File: config.mk
export PLATFORM = sky130hd
export DESIGN_NAME = ifu
export DESIGN_NICKNAME = d
export VERILOG_FILES = /design/src/rtl/ifu.sv
export SDC_FILE = /design/constraint.sdc
export NUM_CORES = 1
export LEC_CHECK = 0
export ABC_CLOCK_PERIOD_IN_PS = 3000
export CORE_UTILIZATION = 46
export DETAILED_ROUTE_END_ITERATION = 10
export PLACE_DENSITY = 0.82
export SYNTH_ARGS = -nofsm -noshare
export SYNTH_HDL_FRONTEND = slang
export SYNTH_SLANG_ARGS = --single-unit
File: constraint.sdc
create_clock -name clk -period 3 [get_ports clk]
set_clock_uncertainty 0.2 [all_clocks]
set_input_delay 0.45 -clock clk [delete_from_list [all_inputs] [get_ports clk]]
set_output_delay 0.45 -clock clk [all_outputs]
set_load 0.05 [all_outputs]
File: src/rtl/ifu.sv
// Instruction fetch unit: holds the PC, fetches one word at a time, and steps the PC on writeback.
// Build option IFU_ALIGN_CHECK_EN: a misaligned taken branch faults instead of being realigned.
//   state | meaning
//   IDLE  | one-cycle pause after reset
//   REQ   | fetch request presented at pc
//   WAIT  | request accepted, awaiting response
//   EXEC  | inst/pc valid, waiting for wb_done
//   FAULT | fetch fault, sticky until rst
module ifu #(
  parameter logic [63:0] RESET_PC = 64'h0000_0000_8000_0000
) (
  input  logic        clk,
  input  logic        rst,
  output logic        imem_req_valid,
  input  logic        imem_req_ready,
  output logic [63:0] imem_req_addr,
  input  logic        imem_rsp_valid,
  input  logic [31:0] imem_rsp_data,
  input  logic        imem_rsp_err,
  output logic [31:0] inst,
  output logic        inst_valid,
  output logic [63:0] pc,
  input  logic        wb_done,
  input  logic        branch,
  input  logic [63:0] branch_target,
  output logic        fetch_fault,
  output logic [63:0] retired
);

  typedef enum logic [2:0] {IDLE, REQ, WAIT, EXEC, FAULT} state_t;

  localparam logic [31:0] NOP = 32'h0000_0013;

  state_t      state_q, state_d;
  logic [63:0] pc_q, pc_d;
  logic [31:0] inst_q, inst_d;
  logic [63:0] retired_q, retired_d;

  always_ff @(posedge clk) begin
    if (rst) begin
      state_q   <= IDLE;
      pc_q      <= RESET_PC;
      inst_q    <= NOP;
      retired_q <= 64'd0;
    end else begin
      state_q   <= state_d;
      pc_q      <= pc_d;
      inst_q    <= inst_d;
      retired_q <= retired_d;
    end
  end

  always_comb begin
    state_d   = state_q;
    pc_d      = pc_q;
    inst_d    = inst_q;
    retired_d = retired_q;
    case (state_q)
      IDLE: state_d = REQ;
      REQ: begin
        if (imem_req_ready) state_d = WAIT;
      end
      WAIT: begin
        if (imem_rsp_valid) begin
          if (imem_rsp_err) begin
            state_d = FAULT;
          end else begin
            inst_d  = imem_rsp_data;
            state_d = EXEC;
          end
        end
      end
      EXEC: begin
        if (wb_done) begin
          retired_d = retired_q + 64'd1;
          state_d   = REQ;
          if (branch) begin
`ifdef IFU_ALIGN_CHECK_EN
            pc_d = branch_target;
            if (branch_target[1:0] != 2'b00) state_d = FAULT;
`else
            // Low bits dropped so fetches stay word aligned.
            pc_d = branch_target & ~64'h3;
`endif
          end else begin
            pc_d = pc_q + 64'd4;
          end
        end
      end
      FAULT: state_d = FAULT;
      default: state_d = IDLE;
    endcase
  end

  assign imem_req_valid = (state_q == REQ);
  assign imem_req_addr  = pc_q;
  assign inst           = inst_q;
  assign inst_valid     = (state_q == EXEC);
  assign pc             = pc_q;
  assign fetch_fault    = (state_q == FAULT);
  assign retired        = retired_q;

endmodule

==> qor.txt <==
RUN STATUS
-----------------------------------------------------------------------------------------------
Status                                                                             complete, no violations

TIMING
-----------------------------------------------------------------------------------------------
Final period util                                                                         0.937
Fin. max-slew vios                                                                            0
Period minus WS final                                                                   2.81 ns
Setup Total Neg Slack                                                                      0 ns
Hold Vio Cnt, Final                                                                           0
Transition time of the tightest slew-check pin                                         0.596 ns
Slew headroom                                                                             0.601
RSZ-0062 raised after global routing                                                      false
Crit path setup slack, layout                                                          0.190 ns
Maximum clock rate                                                                    0.356 GHz
Final setup fails                                                                             0

CELLS AND AREA
-----------------------------------------------------------------------------------------------
Total area of multi-input combinational cells                                          5100 um2
Final #Nets                                                                                1570
Layout overhead on the synthesized area                                                   42.4%
Footprint of the flip-flops and latches                                                3230 um2
Fillers                                                                                    1646
Share of layout cells above drive strength 1                                             0.0778
Post-route standard cell area excluding fillers                                       13100 um2

ROUTE
-----------------------------------------------------------------------------------------------
Via density                                                                                6.06
Final routed wire length divided by cell count                                          18.2 um
Residual DRC count                                                                            0
DRC violation total after the first TritonRoute iteration                                  1137
Total number of vias                                                                      10600
Total wirelength of the detailed-routed design                                         31800 um
1st-pass router iterations                                                                    6
Count of nets left with antenna violations after detail routing                               0

HOLD PATH
-----------------------------------------------------------------------------------------------
Number of stages on the worst hold path                                                       2
Hold Startpoint                                                                             rst
Hold worst-path end                                                                retired[29]$_SDFFE_PP0N_
Worst hold-check path type                                                            in -> reg

SYNTH
-----------------------------------------------------------------------------------------------
EDFF count, synth                                                                             0
Leading area contributor after synthesis                                           sky130_fd_sc_hd__dfxtp_1
Dominant cells by area after synthesis                                             sky130_fd_sc_hd__dfxtp_1, sky130_fd_sc_hd__nand2_1, sky130_fd_sc_hd__a21oi_1
Number of cells produced by synthesis                                                      1209
Number of synthesized register bits                                                         161
Avg Synthesized Cell Area                                                              7.60 um2
Yosys cell types                                                                             65
Proportion of netlist area held by the largest area contributor                           0.351
Part of the Yosys area used for sequential elements                                       0.351
Post-synthesis async set-or-reset flop share                                                  0
Post-synthesis instance area                                                           9180 um2
Primary FF master, synth                                                           sky130_fd_sc_hd__dfxtp_1
Warnings from Yosys                                                                           0

DIE
-----------------------------------------------------------------------------------------------
Die Width                                                                                143 um
Initial Util                                                                              0.470
Die Y                                                                                    143 um
Die Area                                                                              20500 um2
Num rows                                                                                     51
Core Footprint                                                                        19500 um2
Total I/O pin count                                                                         330

GLOBAL ROUTE
-----------------------------------------------------------------------------------------------
Global-route wire length before repair                                                 49700 um
Via count of the first global-routing pass                                                 9472
Antenna violations before repair                                                              2
GRT Residual Overflow                                                                         0
Global-route usage over all layers                                                        0.306
Maximum number of pins on one net before global-route repair                                123

WORST SETUP PATH
-----------------------------------------------------------------------------------------------
Data arrival time at the worst-slack endpoint                                           2.16 ns
Terminus of the critical flop-to-flop path                                         retired[63]$_SDFFE_PP0N_
Crit end category                                                                  primary output
Worst-case register-to-register setup slack                                             0.22 ns
Reg2Reg Depth                                                                                 5
Type of element launching the critical path                                                flop
Critical path data required time                                                        2.35 ns
Max Fanout on Critical Path                                                                   9
Startpoint of the worst-slack reg-to-reg timing path                               retired[9]$_SDFFE_PP0N_
CP Class                                                                             reg -> out

PLACE
-----------------------------------------------------------------------------------------------
Count of input and output buffers                                                           323
Detailed Place HPWL                                                                    22500 um
Post-placement worst setup slack                                                      0.0340 ns
Final weighted congestion of routability-driven global placement                          0.964
DP Area                                                                               12500 um2

POWER AND IR DROP
-----------------------------------------------------------------------------------------------
Peak supply drop                                                                         390 uV
Pwr dens                                                                             411 nW/um2
Leak                                                                                    4.23 nW

CLOCK TREE
-----------------------------------------------------------------------------------------------
Number of instances resized during post-cts repair                                            0
H-tree level count                                                                            4
CTS tree                                                                                    yes
CTS Root Buffer Type                                                               sky130_fd_sc_hd__clkbuf_16
Insertion delay of the later-clocked pin in the worst-skew pair                         0.43 ns
Cts-stage hold buffer count                                                                   0
Setup repair bufs after CTS                                                                   0
Buffer depth of the longest clock path                                                        2
CTS sink count                                                                              161
TritonCTS Buffers                                                                            17
Clock input transition at the sequential cells of the worst setup and hold paths        0.07 ns

FLOW RUN
-----------------------------------------------------------------------------------------------
Number of max-capacitance violations reported                                                 0

[cell families after synthesis]
family                   Yosys count  share of synthesized area
AND/OR/NAND/NOR                  560                      0.321
buffers and inverters            167                     0.0963
other                              1                   0.000408
flip-flops                       161                      0.351
XOR/XNOR                          31                     0.0296
adder cells (fa/ha/maj)            2                    0.00272
AO/OA/AOI/OAI                    279                      0.190
multiplexers                       8                    0.00913
[area by class of cell]
cell class	instances	share of cell area
repair buffers	386	0.287
inverters	15	0.00430
flip-flops and latches	161	0.247
clock inverters	14	0.0128
diodes	3	0.000574
multi-input cells	884	0.390
well taps	265	0.0253
clock buffers	18	0.0336
[worst max-delay path, stage by stage, from the launching register on]
cell                              delay [ns]
sky130_fd_sc_hd__dfxtp_1                0.46
sky130_fd_sc_hd__nor3b_1                0.39
sky130_fd_sc_hd__clkdlybuf4s50_1        0.88
[cells in the final DEF, fill, tap and decap left out, types with 14 or more instances in the layout]
cell type	count
sky130_fd_sc_hd__nand4_1	51
sky130_fd_sc_hd__or4_1	31
sky130_fd_sc_hd__o21ai_0	43
sky130_fd_sc_hd__xor2_1	18
sky130_fd_sc_hd__nand2_1	152
sky130_fd_sc_hd__nor4_1	30
sky130_fd_sc_hd__clkdlybuf4s50_1	321
sky130_fd_sc_hd__o31ai_1	27
sky130_fd_sc_hd__nor3_1	26
sky130_fd_sc_hd__dfxtp_1	158
sky130_fd_sc_hd__inv_1	14
sky130_fd_sc_hd__nand3_1	75
sky130_fd_sc_hd__or3_1	28
sky130_fd_sc_hd__and3_1	34
sky130_fd_sc_hd__and4_1	16
sky130_fd_sc_hd__clkbuf_16	17
sky130_fd_sc_hd__nor2_1	76
sky130_fd_sc_hd__buf_4	61
sky130_fd_sc_hd__a31oi_1	28
sky130_fd_sc_hd__a21oi_1	108
[sequential cells by signal, indices dropped and copies added (netlist names)]
register       flops
imem_req_addr     62
inst              32
retired           64
state_q            3
[power breakdown]
part	switching (mW)	internal, mW	leakage [nW]
logic	0.520	0.331	2.63
clock network	0.991	1.28	0.298
registers	0.0713	2.18	1.30
[worst max-delay path by stage]
stage                              startpoint                        endpoint  slack [ns]  depth (start not counted)
2_1_floorplan  imem_req_addr[24]$_SDFFE_PP0N_  imem_req_addr[60]$_SDFFE_PP0N_        0.01                          6
3_3_place_gp                          wb_done        retired[53]$_SDFFE_PP0N_        0.04                          7
3_5_place_dp                          wb_done        retired[53]$_SDFFE_PP0N_        0.03                          7
4_1_cts               state_q[2]$_SDFFE_PP0P_                     fetch_fault        0.15                          2
5_1_grt               retired[9]$_SDFFE_PP0N_        retired[63]$_SDFFE_PP0N_        0.09                          5
6_report              state_q[2]$_SDFFE_PP0P_                     fetch_fault        0.19                          2
[Yosys cell counts, types with 4 or more instances]
master,instances
sky130_fd_sc_hd__o211ai_1,12
sky130_fd_sc_hd__nand3_1,75
sky130_fd_sc_hd__nor2b_1,7
sky130_fd_sc_hd__a311oi_1,4
sky130_fd_sc_hd__or3_1,28
sky130_fd_sc_hd__nor2_1,76
sky130_fd_sc_hd__o41ai_1,6
sky130_fd_sc_hd__and3_1,34
sky130_fd_sc_hd__o311ai_0,4
sky130_fd_sc_hd__inv_1,14
sky130_fd_sc_hd__a22oi_1,9
sky130_fd_sc_hd__buf_1,6
sky130_fd_sc_hd__and4_1,16
sky130_fd_sc_hd__o31ai_1,27
sky130_fd_sc_hd__a211oi_1,4
sky130_fd_sc_hd__o21ai_0,43
sky130_fd_sc_hd__xor2_1,18
sky130_fd_sc_hd__nor3_1,27
sky130_fd_sc_hd__nand2_1,152
sky130_fd_sc_hd__buf_2,5
sky130_fd_sc_hd__xnor2_1,13
sky130_fd_sc_hd__buf_4,66
sky130_fd_sc_hd__a21oi_1,108
sky130_fd_sc_hd__o21a_1,4
sky130_fd_sc_hd__dfxtp_1,161
sky130_fd_sc_hd__mux2i_1,5
sky130_fd_sc_hd__a31oi_1,28
sky130_fd_sc_hd__a32o_1,5
sky130_fd_sc_hd__nand4_1,51
sky130_fd_sc_hd__clkbuf_1,72
sky130_fd_sc_hd__nand4b_1,4
sky130_fd_sc_hd__and2_1,5
sky130_fd_sc_hd__nand2b_1,6
sky130_fd_sc_hd__or4_1,31
sky130_fd_sc_hd__nor4_1,31
[per-stage QoR]
| step | util | hold WS (ns) | std cells | power, mW |
|---|---|---|---|---|
| 2_1_floorplan | - | 0.314 | 1212 | 2.82 |
| 3_3_place_gp | 0.638 | 0.240 | 1711 | 3.14 |
| 3_5_place_dp | 0.638 | 0.246 | 1711 | 3.14 |
| 4_1_cts | 0.669 | 0.153 | 1743 | 5.40 |
| 5_1_grt | 0.670 | 0.153 | 1745 | 5.55 |
| 6_report | 0.670 | 0.166 | 1746 | 5.38 |
[layer usage]
layer / global-route usage / up-vias / part of all wire
met5: 0 / - / 0
met4: 0.156 / 0 / 0.041
met3: 0.0720 / 89 / 0.10
met2: 0.498 / 615 / 0.47
met1: 0.376 / 4926 / 0.39
li1: - / 4944 / -
Power figures use the tool's default switching activity.
